`src/rtl/pipelined_cla_addsub.sv`:
```
// Segmented carry-lookahead adder/subtractor, one SEG-bit segment per stage.
// Ports: Clk/Reset(async low), in_valid/in_ready, A/B/Cin/Sub, out_valid/out_ready, Sum/CO/OV/Z.
module pipelined_cla_addsub #(
  parameter int WIDTH = 16,
  parameter int SEG   = 8
) (
  input  logic             Clk,
  input  logic             Reset,
  input  logic             in_valid,
  output logic             in_ready,
  input  logic [WIDTH-1:0] A,
  input  logic [WIDTH-1:0] B,
  input  logic             Cin,
  input  logic             Sub,
  output logic             out_valid,
  input  logic             out_ready,
  output logic [WIDTH-1:0] Sum,
  output logic             CO,
  output logic             OV,
  output logic             Z
);

  localparam int NSEG = WIDTH / SEG;
  localparam int NG   = SEG / 4;

  // Two-level lookahead: 4-bit groups, then group P/G across the segment.
  // Returns {carry_out, sum}.
  function automatic logic [SEG:0] cla_seg(
    input logic [SEG-1:0] a,
    input logic [SEG-1:0] b,
    input logic           ci
  );
    logic [SEG-1:0] p, g, s;
    logic [NG-1:0]  gp, gg;
    logic [NG:0]    gc;
    logic           c, t;
    p = a ^ b;
    g = a & b;
    for (int j = 0; j < NG; j++) begin
      gp[j] = &p[4*j +: 4];
      gg[j] = g[4*j+3]
            | (p[4*j+3] & g[4*j+2])
            | (&p[4*j+2 +: 2] & g[4*j+1])
            | (&p[4*j+1 +: 3] & g[4*j]);
    end
    for (int j = 0; j <= NG; j++) begin
      c = ci;
      for (int m = 0; m < j; m++) c &= gp[m];
      for (int i = 0; i < j; i++) begin
        t = gg[i];
        for (int m = i + 1; m < j; m++) t &= gp[m];
        c |= t;
      end
      gc[j] = c;
    end
    for (int j = 0; j < NG; j++) begin
      for (int k = 0; k < 4; k++) begin
        c = gc[j];
        for (int m = 0; m < k; m++) c &= p[4*j+m];
        for (int i = 0; i < k; i++) begin
          t = g[4*j+i];
          for (int m = i + 1; m < k; m++) t &= p[4*j+m];
          c |= t;
        end
        s[4*j+k] = p[4*j+k] ^ c;
      end
    end
    return {gc[NG], s};
  endfunction

  logic             stall;
  logic [NSEG-1:0]  v_q, c_q, sub_q;
  logic [NSEG-1:0]  v_n, c_n, sub_n, cm_n;
  logic [WIDTH-1:0] a_q [NSEG];
  logic [WIDTH-1:0] b_q [NSEG];
  logic [WIDTH-1:0] s_q [NSEG];
  logic [WIDTH-1:0] a_n [NSEG];
  logic [WIDTH-1:0] b_n [NSEG];
  logic [WIDTH-1:0] s_n [NSEG];
  logic             co_q, ov_q, z_q;

  assign stall    = out_valid & ~out_ready;
  assign in_ready = ~stall;

  // Operands shift right one segment per stage so the live segment is
  // always at the bottom; the sum fills in from the top and ends aligned.
  for (genvar k = 0; k < NSEG; k++) begin : g_stg
    logic [WIDTH-1:0] a_i, b_i, s_i;
    logic             sub_i, c_i;
    logic [SEG-1:0]   bx;
    logic [SEG:0]     r;
    if (k == 0) begin : g_first
      assign a_i    = A;
      assign b_i    = B;
      assign s_i    = '0;
      assign sub_i  = Sub;
      assign c_i    = Cin ^ Sub;
      assign v_n[k] = in_valid;
    end else begin : g_next
      assign a_i    = a_q[k-1];
      assign b_i    = b_q[k-1];
      assign s_i    = s_q[k-1];
      assign sub_i  = sub_q[k-1];
      assign c_i    = c_q[k-1];
      assign v_n[k] = v_q[k-1];
    end
    assign bx       = b_i[SEG-1:0] ^ {SEG{sub_i}};
    assign r        = cla_seg(a_i[SEG-1:0], bx, c_i);
    assign a_n[k]   = a_i >> SEG;
    assign b_n[k]   = b_i >> SEG;
    assign s_n[k]   = (WIDTH'(r[SEG-1:0]) << (WIDTH - SEG)) | (s_i >> SEG);
    assign sub_n[k] = sub_i;
    assign c_n[k]   = r[SEG];
    // carry into the segment MSB, recovered from its sum bit
    assign cm_n[k]  = r[SEG-1] ^ a_i[SEG-1] ^ bx[SEG-1];
  end

  always_ff @(posedge Clk or negedge Reset) begin
    if (!Reset) begin
      v_q   <= '0;
      c_q   <= '0;
      sub_q <= '0;
      co_q  <= 1'b0;
      ov_q  <= 1'b0;
      z_q   <= 1'b0;
      for (int k = 0; k < NSEG; k++) begin
        a_q[k] <= '0;
        b_q[k] <= '0;
        s_q[k] <= '0;
      end
    end else if (!stall) begin
      v_q   <= v_n;
      c_q   <= c_n;
      sub_q <= sub_n;
      co_q  <= c_n[NSEG-1];
      ov_q  <= cm_n[NSEG-1] ^ c_n[NSEG-1];
      z_q   <= (s_n[NSEG-1] == '0);
      for (int k = 0; k < NSEG; k++) begin
        a_q[k] <= a_n[k];
        b_q[k] <= b_n[k];
        s_q[k] <= s_n[k];
      end
    end
  end

  assign out_valid = v_q[NSEG-1];
  assign Sum       = s_q[NSEG-1];
  assign CO        = co_q;
  assign OV        = ov_q;
  assign Z         = z_q;

endmodule

```
`config.mk`:
```
export PLATFORM = sky130hd
export DESIGN_NAME = pipelined_cla_addsub
export DESIGN_NICKNAME = d
export VERILOG_FILES = /design/src/rtl/pipelined_cla_addsub.sv
export SDC_FILE = /design/constraint.sdc
export NUM_CORES = 1
export LEC_CHECK = 0
export BUFFER_PORTS_ARGS = -buffer_cell sky130_fd_sc_hd__buf_4
export CORE_MARGIN = 3
export CORE_UTILIZATION = 40
export CTS_CLUSTER_SIZE = 16
export DETAILED_ROUTE_END_ITERATION = 12
export GPL_ROUTABILITY_DRIVEN = 0
export HOLD_SLACK_MARGIN = 0.05
export SKIP_LAST_GASP = 1
export SLEW_MARGIN = 5
export SYNTH_ARGS = -nofsm -noshare
export SYNTH_HDL_FRONTEND = slang
export SYNTH_SLANG_ARGS = --single-unit
```
`constraint.sdc`:
```
create_clock -name Clk -period 5.5 [get_ports Clk]
set_input_delay 1.1 -clock Clk [delete_from_list [all_inputs] [get_ports Clk]]
set_output_delay 1.1 -clock Clk [all_outputs]
set_load 0.005 [all_outputs]
```
==> impl_metrics.json <==
{
  "startpoint_type": "register",
  "ctsRootBufferMaster": "clkbuf_8",
  "critPathArrivalTime_ns": 3.33,
  "num_rows": 29,
  "ctsHoldBuffers": 0,
  "cts-resized-gates": 0,
  "vdd_drop_max_v": 0.000166,
  "ant_nets": 0,
  "syn-num-nets": 350,
  "synth_seq_cells": 47,
  "hold_violations": 0,
  "ys_types": 38,
  "synth-simple-area-share_pct": 19.0,
  "antenna_cells": 0,
  "antenna_found_initial": 0,
  "p_leak_uw": 0.00170,
  "vias_per_cell": 4.76,
  "ios": 59,
  "wl_per_cell_um": 12.3,
  "core_um2": 6420,
  "worstSetupEndpointType": "register",
  "cts.clk_slew.worst_paths_ns": 0.08,
  "report.final.slew_viol_count": 0,
  "htreeDepth": 2,
  "setup_viol": 0,
  "status": "completed",
  "ys_warn_count": 0,
  "clk_latency_ns": 0.30,
  "post-route-period-util_pct": 57.3,
  "worst_hold_path.num_cells": 2,
  "cts_setup_buffers": 0,
  "vias": 2000,
  "drtIter0Drc": 68,
  "synth-edff-count": 0,
  "drc_errors": 0,
  "skew_ns": 0.00540,
  "grt_max_degree": 48,
  "grt_pass1_vias": 1896,
  "cts.path.max_buffers": 2,
  "dpl.hpwl_um": 3930,
  "drive_above_1_share_pct": 21.9,
  "worstHoldStart": "v_q[0]",
  "whs_ns": 0.469,
  "synthFlopType": "dfrtp_1",
  "seq_area_frac_synth_pct": 44.1,
  "numCtsBuffers": 5,
  "ys_async_sr_fraction_pct": 100,
  "grt_use_total_pct": 14.3,
  "crit_start": "sub_q[0]",
  "cap_violations": 0,
  "synth_xor_area_share_pct": 11.0,
  "worstHoldPathType": "reg2reg",
  "cts_tree": "done",
  "drtPass1Iterations": 4,
  "start_util_pct": 41.5,
  "synth_fa_ha_area_share_pct": 12.9,
  "wl_um": 5160,
  "ff2ff_path_depth": 11,
  "synth_cells": 287,
  "syn_avg_cell_area_um2": 9.29,
  "die_x_um": 87.6,
  "power_density_nw_per_um2": 396,
  "path_class": "reg2reg",
  "clock.fmax_mhz": 317,
  "rsz0062_at_grt": "no",
  "cp_max_fo": 9,
  "grt.overflow.total": 0,
  "tns_ns": 0,
  "muxShareOfSynthArea_pct": 0.422,
  "worstMarginPinSlew_ns": 0.583,
  "synth-compound-area-share_pct": 8.96,
  "fp.dieH_um": 87.6,
  "slew_headroom_pct": 61.1,
  "worstPathRequired_ns": 5.68,
  "nFillCells": 640,
  "worstReg2RegStart": "sub_q[0]",
  "numPortBuffers": 58,
  "die_area_um2": 7680,
  "clock_sinks": 47,
  "synth_top_family_by_area": "simple AND/OR/NAND/NOR gates",
  "syn2layout_area_growth_pct": 23.5,
  "synth.cell_area_um2": 2670,
  "period_minus_slack_ns": 3.15,
  "grt_pass1_wl_um": 8740,
  "nets": 405
}
-- layout by cell type (no fill, tap or decap), types with 3 or more instances in the layout --
cell | netlist | final
inv_1 | 11 | 11
buf_4 | 2 | 60
clkbuf_8 | 0 | 5
a21oi_1 | 15 | 15
o21a_1 | 4 | 4
o21ai_0 | 8 | 8
dfrtp_1 | 47 | 47
nand2_1 | 92 | 92
ha_1 | 21 | 21
a21o_1 | 3 | 3
nor2_1 | 15 | 15
fa_1 | 4 | 4
xor2_1 | 24 | 24
xnor2_1 | 5 | 5
-- sequential cells by signal (all words and copies together), names as in the netlist --
name	count
c_q	1
v_q	2
g_stg.s_i	8
g_stg.b_i	8
sub_q	1
CO	1
Z	1
g_stg.a_i	8
OV	1
Sum	16
-- final timing paths --
path                                         to  slack (ns)
worst max-delay path                         OV        2.35
worst min-delay path                     v_q[0]        0.47
worst max register to register               OV        2.35
worst min register to register           v_q[0]        0.47
max in group asynchronous       g_stg[1].b_i[3]        4.31
min in group asynchronous               Sum[12]        0.79
-- layout make-up --
cell class / count / area [um2] / area share (%)
Multi-Input combinational cell: 217 / 1400 / 42.4
Sequential cell: 47 / 1180 / 35.7
Timing Repair Buffer: 60 / 450 / 13.7
Tap cell: 77 / 96.3 / 2.93
Clock buffer: 6 / 72.6 / 2.20
Clock inverter: 2 / 60.1 / 1.82
Inverter: 11 / 41.3 / 1.25
-- per-layer routing --
layer | vias up | part of all wire (%) | wire length (um) | GRT usage, %
met5 | - | 0 | 0 | 0
met4 | 0 | 1.6 | 81 | 4.60
met3 | 8 | 5.2 | 271 | 3.29
met2 | 42 | 44 | 2250 | 21.7
met1 | 914 | 50 | 2560 | 20.1
li1 | 1036 | - | - | -
-- synth_stat cells (3+ instances only) --
master     n  area share, %
buf_2      3           0.56
inv_1     11            1.5
a21oi_1   15            2.8
buf_1      3           0.42
xor2_1    24            7.9
o21ai_0    8            1.5
ha_1      21            9.9
o21a_1     4            1.1
dfrtp_1   47             44
fa_1       4            3.0
nor2_1    15            2.1
clkbuf_1   4           0.56
xnor2_1    5            1.6
a21o_1     3           0.84
nand2_1   92             13
-- power breakdown --
part / total (uW) / leakage, uW / internal, uW / switching (uW)
clock: 296 / 0.0000654 / 182 / 115
sequential: 510 / 0.000558 / 441 / 68.5
combinational: 498 / 0.00107 / 259 / 240
-- through the flow --
stage	instances	util [%]	instance area, um2	total power (uW)	worst slack (ns)
2_1_floorplan	287	-	2670	827	2.50
3_3_place_gp	412	49.2	3160	1020	2.38
3_5_place_dp	412	49.2	3160	1030	2.30
4_1_cts	420	51.3	3290	1330	2.32
5_1_grt	420	51.3	3290	1410	2.13
6_report	420	51.3	3290	1300	2.35
-- cells by family (layout without fill, tap and decap cells) --
kind of cell / count (synthesis) / after routing
adder cells (fa/ha/maj): 25 / 25
AO/OA/AOI/OAI: 38 / 38
AND/OR/NAND/NOR: 122 / 122
flip-flops: 47 / 47
buffers and inverters: 23 / 79
multiplexers: 1 / 1
XOR/XNOR: 31 / 31
-- worst max-delay path: stages (launching register included) --
cell and delay, ns:
dfrtp_1 0.66, xor2_1 0.26, ha_1 0.28, a21oi_1 0.18, a31oi_1 0.12, or2_2 0.30, ha_1 0.17, or2_1 0.27
a31oi_4 0.23, xnor3_1 0.34, xnor2_1 0.14, o21ai_1 0.07
Power figures use the tool's default switching activity.
